### src/rtl/mode_delay_line.sv
// Valid-tagged shift pipe: every cycle (bubbles included) moves one stage on.
module mode_delay_line #(
  parameter int WIDTH = 8,
  parameter int DEPTH = 3
) (
  input  logic             clk,
  input  logic             reset_l,
  input  logic [WIDTH-1:0] in_data_i,
  input  logic             in_vld_i,
  output logic [WIDTH-1:0] out_data_o,
  output logic             out_vld_o
);

  logic [WIDTH-1:0] data_q [DEPTH];
  logic [WIDTH-1:0] data_d [DEPTH];
  logic [DEPTH-1:0] vld_q;
  logic [DEPTH-1:0] vld_d;

  // Next pipe contents; data of an invalid entry is forced to zero on entry.
  always_comb begin
    vld_d = {DEPTH{1'b0}};
    for (int i = 0; i < DEPTH; i++) begin
      data_d[i] = {WIDTH{1'b0}};
    end
    if (in_vld_i) begin
      data_d[0] = in_data_i;
    end else begin
      data_d[0] = {WIDTH{1'b0}};
    end
    vld_d[0] = in_vld_i;
    for (int i = 1; i < DEPTH; i++) begin
      data_d[i] = data_q[i-1];
      vld_d[i]  = vld_q[i-1];
    end
  end

  // Pipe registers, cleared asynchronously.
  always_ff @(posedge clk or negedge reset_l) begin
    if (!reset_l) begin
      for (int i = 0; i < DEPTH; i++) begin
        data_q[i] <= {WIDTH{1'b0}};
      end
      vld_q <= {DEPTH{1'b0}};
    end else begin
      data_q <= data_d;
      vld_q  <= vld_d;
    end
  end

  assign out_data_o = data_q[DEPTH-1];
  assign out_vld_o  = vld_q[DEPTH-1];

endmodule

### config.mk
export PLATFORM = sky130hd
export DESIGN_NAME = mode_delay_line
export DESIGN_NICKNAME = d
export VERILOG_FILES = /design/src/rtl/mode_delay_line.sv
export SDC_FILE = /design/constraint.sdc
export NUM_CORES = 1
export LEC_CHECK = 0
export BUFFER_PORTS_ARGS = -buffer_cell sky130_fd_sc_hd__buf_2
export CAP_MARGIN = 20
export CORE_MARGIN = 1
export CORE_UTILIZATION = 47
export DETAILED_ROUTE_END_ITERATION = 7
export PLACE_DENSITY = 0.73
export SYNTH_ARGS = -nofsm -noshare
export SYNTH_HDL_FRONTEND = slang
export SYNTH_SLANG_ARGS = --single-unit
### constraint.sdc
create_clock -name clk -period 0.8 [get_ports clk]
set_input_delay 0.08 -clock clk [delete_from_list [all_inputs] [get_ports clk]]
set_output_delay 0.08 -clock clk [all_outputs]
set_load 0.03 [all_outputs]
==> results by group, run 1 <==
Yosys
  • Seq/Total Area, Yosys: 93.10%
  • Post-Synth Adder-Cell Area: 0%
  • Distinct cells, synth: 2
  • Syn Area/Cell: 20.73 µm²
  • Largest area contributor in the netlist: dfrtp_1
  • Cells after Synth: 35
  • Synth Area in Simple Gates: 6.897%
  • Yosys reg bits: 27
  • Complex-gate fraction of the synthesized area: 0%
  • Mux share of post-synthesis cell area: 0%
  • Synthesized area: 725.7 µm²
  • Largest family of logic cells by synthesized area: simple AND/OR/NAND/NOR gates
  • Mapped Nets: 46
  • Post-Synth XOR/XNOR Area: 0%
  • Post-synth top area share: 93.10%
  • Synth area leaders: dfrtp_1 93%, and2_1 6.9%
  • YS warnings: 0

Global route
  • Grt ovf: 0
  • Grt peak-use layer: met2
  • GR Layer Usage met3: 3.191%
  • Global-route wire length before repair: 1311 µm
  • Largest net degree at the start of global routing: 16
  • GRT Util Overall: 13.33%
  • Met2 usage: 21.48%
  • Met1 Use GR: 15.50%
  • Vias in the first global route: 323
  • Antenna violations before repair: 0

Timing
  • RSZ-0062 raised after global routing: yes
  • Final Skew: 6.997 ps
  • Final min period: 938.7 ps
  • Setup slack after layout: -138.7 ps
  • Max Slew Vio Count: 0
  • Fmax: 1065 MHz
  • Hold Fails Final Rpt: 0
  • Slew headroom: 79.74%
  • Worst slew pin tran: 303.9 ps
  • Final worst-path cycle share: 117.3%
  • Setup violations, final: 9

Worst setup path
  • Critical path startpoint category: flip-flop
  • Crit-path cells: buf_6
  • Slowest-stage cell, CP: dfrtp_1
  • Endpoint class of the critical path: output port
  • CP max stage delay: 410 ps
  • Reg2reg path depth: 0
  • WP data required: 720 ps
  • R2R setup slack: 320 ps
  • WS Path Type: reg2out
  • Crit path buf inv count: 1
  • Crit path DAT: 860 ps
  • Worst r2r src: data_d[1]
  • Beginning of the critical path: out_data_o[5]
  • Crit path max-delay family: flip-flops
  • CP max FO: 1
  • FF-to-FF End: out_data_o[1]

Floorplan
  • Die height: 41.30 µm
  • Die Wd: 41.30 µm
  • Starting Density: 53.11%
  • DIE AREA: 0.001705 mm²
  • # IOs: 20
  • Core area: 0.001366 mm²
  • # rows: 13

Finish
  • Layout cells sized above 1: 34.29%
  • Area Growth Syn to Fin: 42.93%
  • Nets: 82
  • Commonest cells after routing, fill and taps aside: 27 x dfrtp_1, 10 x dlygate4sd3_1, 10 x buf_2
  • Fillers: 86
  • Multi-input logic area: 50.05 µm²
  • Non-Filler Instances: 85
  • Final core occ: 75.92%
  • Register area: 675.6 µm²
  • Antenna cell count: 0
  • Commonest non-fill, non-tap cell in the layout: dfrtp_1

Power
  • Pwr Density: 2119 mW/mm²
  • Leakage: 0.5262 nW
  • Register share of total power: 66.1%
  • Clock power share: 24.5%
  • Gate power share: 9.4%
  • Power Internal: 1.735 mW
  • Peak VDD IR: 1269 µV
  • Switching Power: 0.4628 mW
  • Sw frac: 21.06%
  • Pwr Total: 2.198 mW

Clock tree
  • Clk pin slew, worst setup/hold paths: 130 ps
  • # Post-CTS Setup Buffers: 0
  • CTS tree: yes
  • CTS Sinks: 27
  • CTS H-tree lvls: 1
  • Clk root buf: clkbuf_4
  • Total CTS buffers: 3
  • Clock Latency Late Sink: 310 ps
  • Maximum buffer depth of the clock tree: 2

Drt
  • DRT Pass-1 Iters: 3
  • DR WL/cell: 9.600 µm
  • Post-route ant nets: 0
  • DRT iter0 DRCs: 1
  • Final wirelength: 816 µm
  • Via count: 351
  • Post-DR vias/cell: 4.129
  • Post-detailed-route DRC marker count: 0

Run
  • Total of max-cap violations: 0

Placed design
  • DPL Wire Length: 473.4 µm
  • Pre-CTS setup slack: 202.4 ps
  • Post-placement cell count: 71
  • # port buffers: 19
  • GPL Wtd Cong: 0.5781

Hold path
  • Hold/Removal Path Class: in2async

Run status
  • Status: complete, but fails checks
  • Failing checks: negative setup slack
-- kinds of logic after synthesis --
family           Yosys count
flip-flops                27
AND/OR/NAND/NOR            8
-- sequential cells by signal, indices dropped and copies added (netlist names) --
signal and cells:
vld_q 3, out_data_o 8, data_d 16
-- through the flow --
stage	hold slack (ps)	area, µm²	TNS [ps]
final	168.4	1037	-1086
after global routing	190.6	1037	-1544
after CTS	174.0	1037	-1171
after detailed placement	-14.06	854.6	0
after global placement	-23.47	854.6	0
after floorplan	-215.6	725.7	0
-- worst max path at each step --
| stage | end | slack, ps | depth (start not counted) |
|---|---|---|---|
| after floorplan | out_data_o[0] | 250 | 0 |
| after CTS | out_data_o[2] | -140 | 1 |
| after detailed placement | out_data_o[2] | 200 | 1 |
| final | out_data_o[5] | -140 | 1 |
| after global placement | out_data_o[6] | 220 | 1 |
| after global routing | out_data_o[5] | -190 | 1 |
-- metal layers --
metal  vias to the layer above  wire length (µm)
li1                        175                 -
met1                       156               343
met2                        20               425
met3                         0                48
met4                         0                 0
met5                         -                 0
-- repair_timing --
| action | CTS | global route |
|---|---|---|
| endpoints found under the hold margin | 36 | 0 |
| endpoints found under the setup margin | 9 | 9 |
| hold buffers | 10 | 0 |
| resized for setup | 18 | 0 |
| pin swaps | 0 | 0 |
-- power by group through the flow --
stage	Sequential, mW	Clock, mW	Combinational (mW)
after detailed placement	1.48	0	0.143
after global routing	1.46	0.618	0.227
final	1.45	0.538	0.206
after floorplan	1.52	0	0.0134
after global placement	1.47	0	0.141
after CTS	1.45	0.556	0.207
-- layout make-up --
type                       count  share of cell area [%]
sequential                    27                   65.14
clock buffer                   4                   2.533
multi-input combinational      8                   4.825
timing repair buffer          31                   25.69
tap                           15                   1.809
-- cells in the mapped netlist --
cell and number:
and2_1 8, dfrtp_1 27
(Power assumes the default switching activity.)
==> inputs of run 2 (changes only) <==
Settings changed: CTS_BUF_LIST set to sky130_fd_sc_hd__clkbuf_16.
==> run 2 against run 1 <==
Compared with the run above: the run still ends with negative setup slack left; via count fell by 10%; non-clock buffer count fell by 9; combinational power shrank 17%; first-iteration DRC count shrank 100%; maximum frequency increased by 9.0%; cell count shrank 11%; routed wire length decreased by 12%; clock power is 93% higher; design area fell by 3.6%; utilization down 2.7 points.
==> results by group, run 2 (synthesis results as in run 1) <==
Timing
  • Setup violations, final: 9 (unchanged)
  • Setup slack after layout: -61.42 ps (+77.25 ps)
  • Fmax: 1161 MHz (+9.0%)
  • Hold_ws: 3.104 ps (-165.3 ps)
  • Hold Fails Final Rpt: 0 (unchanged)
  • RSZ-0062 raised after global routing: yes
  • Max Slew Vio Count: 0 (unchanged)
  • Setup TNS: -358.4 ps (+728.0 ps)
  • Final Skew: 1.365 ps (-5.632 ps)
  • Final worst-path cycle share: 107.7% (-9.7 points)
  • Slew headroom: 79.31% (-0.43 points)
  • Final min period: 861.4 ps (-77.25 ps)
  • Worst slew pin tran: 310.4 ps (+6.489 ps)

Clock tree
  • CTS Sinks: 27 (unchanged)
  • # Post-CTS Setup Buffers: 0 (unchanged)
  • CTS H-tree lvls: 1 (unchanged)
  • Clk root buf: clkbuf_16
  • Total CTS buffers: 3 (unchanged)
  • Clk pin slew, worst setup/hold paths: 60 ps (-70 ps)
  • Clock Latency Late Sink: 250 ps (-60 ps)
  • Maximum buffer depth of the clock tree: 2 (unchanged)
  • CTS tree: yes

Global route
  • Global-route wire length before repair: 1200 µm (-8.5%)
  • GRT Util Overall: 12.37% (-0.96 points)
  • Antenna violations before repair: 0 (unchanged)
  • Largest net degree at the start of global routing: 16 (unchanged)
  • Vias in the first global route: 275 (-15%)
  • Grt ovf: 0 (unchanged)

Finish
  • Commonest non-fill, non-tap cell in the layout: dfrtp_1
  • Nets: 73 (-11%)
  • Max FFs per register: 16 (unchanged)
  • Layout cells sized above 1: 39.34% (+5.1 points)
  • Fillers: 97 (+13%)
  • Antenna cell count: 0 (unchanged)
  • Commonest cells after routing, fill and taps aside: 27 x dfrtp_1, 10 x buf_2, 9 x buf_6
  • Area Growth Syn to Fin: 37.76%
  • Finished Cell Area: 999.7 µm² (-3.6%)

Drt
  • Post-route ant nets: 0 (unchanged)
  • Post-detailed-route DRC marker count: 0 (unchanged)
  • Final wirelength: 721 µm (-12%)
  • DR WL/cell: 9.487 µm (-1.2%)
  • Post-DR vias/cell: 4.158 (+0.69%)
  • DRT Pass-1 Iters: 1 (-2)
  • DRT iter0 DRCs: 0 (-1)
  • Via count: 316 (-10%)

Floorplan
  • Starting Density: 53.11% (unchanged)
  • Core area: 0.001366 mm² (unchanged)
  • DIE AREA: 0.001705 mm² (unchanged)
  • Die Wd: 41.30 µm (unchanged)
  • # rows: 13 (unchanged)
  • # IOs: 20 (unchanged)
  • Die height: 41.30 µm (unchanged)

Run status
  • Status: complete, but fails checks
  • Failing checks: negative setup slack

Power
  • Switching Power: 0.4890 mW (+5.7%)
  • Gate power share: 6.4% (-3.0 points)
  • Power Internal: 2.180 mW (+26%)
  • Clock power share: 39.0% (+15 points)
  • Leakage: 0.5159 nW (-2.0%)
  • Register share of total power: 54.5% (-12 points)
  • Sw frac: 18.32% (-2.7 points)
  • Pwr Total: 2.669 mW (+21%)
  • Peak VDD IR: 1527 µV (+20%)
  • Pwr Density: 2670 mW/mm² (+26%)

Worst setup path
  • Crit path max-delay family: flip-flops
  • WS Path Type: reg2out
  • WP data required: 720 ps (about the same)
  • Crit path DAT: 780 ps (-80 ps)
  • Critical path startpoint category: flip-flop
  • CP max stage delay: 390 ps (-20 ps)
  • Endpoint class of the critical path: output port
  • Crit path buf inv count: 1 (unchanged)
  • Crit-path cells: buf_6
  • Slowest-stage cell, CP: dfrtp_1
  • CP max FO: 1 (unchanged)

Placed design
  • DP Area: 854.6 µm² (unchanged)
  • GPL Wtd Cong: 0.5781 (unchanged)
  • DPL Wire Length: 473.4 µm (unchanged)
  • # port buffers: 19 (unchanged)
  • Pre-CTS setup slack: 202.4 ps (unchanged)

Run
  • Total of max-cap violations: 0 (unchanged)

Hold path
  • Hold/Removal Path Class: in2reg
-- run 2: cell count changes in the layout (fill, tap and decap cells not counted), sizes merged --
cell | before | now
inv | 0 | 1
clkbuf | 4 | 3
dlygate4sd3 | 10 | 1
-- run 2: power by group through the flow --
| stage | clock network (mW) | registers, mW | logic (mW) |
|---|---|---|---|
| after CTS | 1.07 | 1.46 | 0.174 |
| final | 1.04 | 1.46 | 0.172 |
| after global placement | 0 | 1.47 | 0.141 |
| after global routing | 1.14 | 1.46 | 0.191 |
| after detailed placement | 0 | 1.48 | 0.143 |
| after floorplan | 0 | 1.52 | 0.0134 |
-- run 2: final cells by class --
type / instances / area [µm²] / share of cell area (%)
Clock buffer: 3 / 75.07 / 7.509
Clock inverter: 1 / 3.754 / 0.3755
Multi-Input combinational cell: 8 / 50.05 / 5.006
Tap cell: 15 / 18.77 / 1.877
Timing Repair Buffer: 22 / 176.4 / 17.65
Sequential cell: 27 / 675.6 / 67.58
-- run 2: final timing paths --
kind,startpoint,endpoint,slack (ps),cells past startpoint
max in group asynchronous,reset_l,data_d[6],130,3
worst min register to register,data_d[11],data_d[3],350,0
min in group asynchronous,reset_l,vld_q[2],250,2
worst min-delay path,in_vld_i,vld_q[0],3,1
worst max-delay path,out_data_o[5],out_data_o[5],-60,1
worst max register to register,data_d[1],out_data_o[1],320,0
-- run 2: repair_timing --
action | in CTS | in global routing
setup endpoints to repair | 9 | 9
resized for setup | 18 | 0
endpoints found under the hold margin | 13 | 0
hold buffers | 1 | 0
pin swaps | 0 | 0
-- run 2: metrics by stage --
stage,std cells,utilization (%)
6_report,76,73.17
5_1_grt,76,73.17
4_1_cts,76,73.17
3_5_place_dp,71,62.55
3_3_place_gp,71,62.55
2_1_floorplan,35,-
-- run 2: metal layers --
layer | global-route usage (%) | vias to the layer above | wire length, µm | share of wire [%]
li1 | - | 159 | - | -
met1 | 16.12 | 137 | 317 | 44
met2 | 16.41 | 20 | 348 | 48
met3 | 4.787 | 0 | 56 | 7.8
met4 | 9.677 | 0 | 0 | 0
met5 | 0 | - | 0 | 0
==> inputs of run 3 (changes only) <==
Settings changed: CORE_UTILIZATION 47 to 41, PLACE_DENSITY 0.73 to 0.65, SETUP_SLACK_MARGIN set to 0.02.
==> run 3 against run 2 <==
Compared with the run above: the run ends with design-rule violations, negative setup slack left; via count down 5.4%; worst setup slack improved by 25 ps; clock-buffer cell count unchanged; worst hold slack gained 4.2 ps; critical endpoint is now out_data_o[6].
==> results by group, run 3 (synthesis results as in run 1) <==
Run status
  • Status: complete, but fails checks
  • Failing checks: design-rule violations, negative setup slack

Power
  • Pwr Density: 2699 mW/mm² (+1.1%)
  • Peak VDD IR: 1522 µV (-0.38%)
  • Leakage: 0.5055 nW (-2.0%)
  • Pwr Total: 2.672 mW (+0.10%)

Global route
  • Grt peak-use layer: met2
  • Antenna violations before repair: 0 (unchanged)
  • Global-route wire length before repair: 1097 µm (-8.6%)
  • Met2 usage: 11.47% (-4.9 points)
  • GR Layer Usage met3: 3.673% (-1.1 points)
  • Met1 Use GR: 10.63% (-5.5 points)
  • Vias in the first global route: 259 (-5.8%)
  • GRT Util Overall: 8.297% (-4.1 points)
  • Grt ovf: 0 (unchanged)
  • Largest net degree at the start of global routing: 28 (+12)

Worst setup path
  • Crit path buf inv count: 1 (unchanged)
  • WS Path Type: reg2out
  • Beginning of the critical path: out_data_o[6]
  • Critical path startpoint category: flip-flop
  • Slowest-stage cell, CP: dfrtp_1
  • Reg2reg path depth: 0 (unchanged)
  • CP max stage delay: 370 ps (-20 ps)
  • FF-to-FF End: data_d[3]
  • Crit path DAT: 760 ps (-20 ps)
  • Worst r2r src: data_d[11]
  • Crit-path cells: buf_6
  • R2R setup slack: 320 ps (about the same)
  • Endpoint class of the critical path: output port
  • WP data required: 720 ps (about the same)
  • Crit path max-delay family: flip-flops
  • CP max FO: 1 (unchanged)

Clock tree
  • CTS Sinks: 27 (unchanged)
  • CTS tree: yes
  • Maximum buffer depth of the clock tree: 2 (unchanged)
  • CTS H-tree lvls: 1 (unchanged)
  • Clk pin slew, worst setup/hold paths: 60 ps (about the same)
  • Total CTS buffers: 3 (unchanged)
  • # Post-CTS Setup Buffers: 0 (unchanged)
  • Clk root buf: clkbuf_16
  • Clock Latency Late Sink: 250 ps (about the same)

Placed design
  • # port buffers: 19 (unchanged)
  • GPL Wtd Cong: 0.5855 (+1.3%)
  • Pre-CTS setup slack: 217.0 ps (+14.56 ps)

Floorplan
  • Die Wd: 44.07 µm (+6.7%)
  • Starting Density: 46.03% (-7.1 points)
  • DIE AREA: 0.001942 mm² (+14%)
  • # IOs: 20 (unchanged)
  • # rows: 14 (+1)
  • Core area: 0.001577 mm² (+15%)
  • Die height: 44.07 µm (+6.7%)

Finish
  • Max FFs per register: 16 (unchanged)
  • Commonest cells after routing, fill and taps aside: 27 x dfrtp_1, 9 x buf_2, 9 x buf_6
  • Layout cells sized above 1: 38.98% (-0.36 points)
  • Area Growth Syn to Fin: 36.38%
  • Nets: 71 (-2.7%)
  • Commonest non-fill, non-tap cell in the layout: dfrtp_1
  • Fillers: 116 (+20%)
  • Antenna cell count: 0 (unchanged)

Timing
  • Setup slack after layout: -36.63 ps (+24.79 ps)
  • Setup violations, final: 9 (unchanged)
  • Final Skew: 1.202 ps (-0.1633 ps)
  • Setup TNS: -292.9 ps (+65.44 ps)
  • Worst slew pin tran: 339.5 ps (+29.17 ps)
  • Max Slew Vio Count: 0 (unchanged)
  • RSZ-0062 raised after global routing: yes
  • Fmax: 1195 MHz (+3.0%)
  • Hold Fails Final Rpt: 0 (unchanged)
  • Final min period: 836.6 ps (-24.79 ps)
  • Final worst-path cycle share: 104.6% (-3.1 points)
  • Slew headroom: 77.36% (-1.9 points)
  • Hold_ws: 7.274 ps (+4.170 ps)

Hold path
  • Hold Path Depth: 1 (unchanged)
  • Hold/Removal Path Class: in2reg
  • WHS Endpoint: vld_q[0]
  • Worst Hold Launch: in_vld_i

Drt
  • DR WL/cell: 8.427 µm (-11%)
  • Post-detailed-route DRC marker count: 2 (+2)
  • Final wirelength: 632 µm (-12%)
  • DRT Pass-1 Iters: 5 (+4)
  • Post-DR vias/cell: 3.987 (-4.1%)
  • Via count: 299 (-5.4%)
  • DRT iter0 DRCs: 2 (+2)
  • Post-route ant nets: 0 (unchanged)

Run
  • Total of max-cap violations: 0 (unchanged)
-- run 3: cell count changes in the layout (fill, tap and decap cells not counted), sizes merged --
cell    before  now
buf         21   18
clkbuf       3    4
clkinv       0    1
inv          1    0
-- run 3: routing by layer --
metal | up-vias | wire length (µm)
met5 | - | 0
met4 | 0 | 0
met3 | 0 | 62
met2 | 20 | 287
met1 | 125 | 281
li1 | 154 | -
-- run 3: where the power goes --
group	leakage [nW]	internal, mW	switching, mW
combinational	0.120	0.0746	0.0912
clock	0.0409	0.671	0.381
sequential	0.344	1.43	0.0193
total	0.506	2.18	0.492
-- run 3: per-stage QoR --
step,area [µm²],std cells,util (%)
final,989.7,75,62.78
after global routing,989.7,75,62.78
after CTS,987.2,75,62.62
after detailed placement,840.8,70,53.33
after global placement,840.8,70,53.33
after floorplan,725.7,35,-
-- run 3: worst max-delay path by stage --
stage	cells past startpoint	to	slack [ps]
finish	1	out_data_o[6]	-40
floorplan	0	out_data_o[0]	250
CTS	1	out_data_o[0]	-40
global placement	1	out_data_o[5]	220
detailed placement	1	out_data_o[0]	220
global route	1	out_data_o[0]	-70
-- run 3: area by class of cell --
class,instances,area (µm²),share of cell area (%)
flip-flops and latches,27,675.6,68.27
repair buffers,20,163.9,16.56
clock buffers,3,75.07,7.585
multi-input cells,8,50.05,5.057
well taps,16,20.02,2.023
clock inverters,1,5.005,0.5057
-- run 3: what timing repair did --
| item | CTS | global route |
|---|---|---|
| gates resized for setup | 18 | 1 |
| endpoints found under the setup margin | 9 | 36 |
| endpoints found under the hold margin | 27 | 0 |
| hold buffers | 1 | 0 |
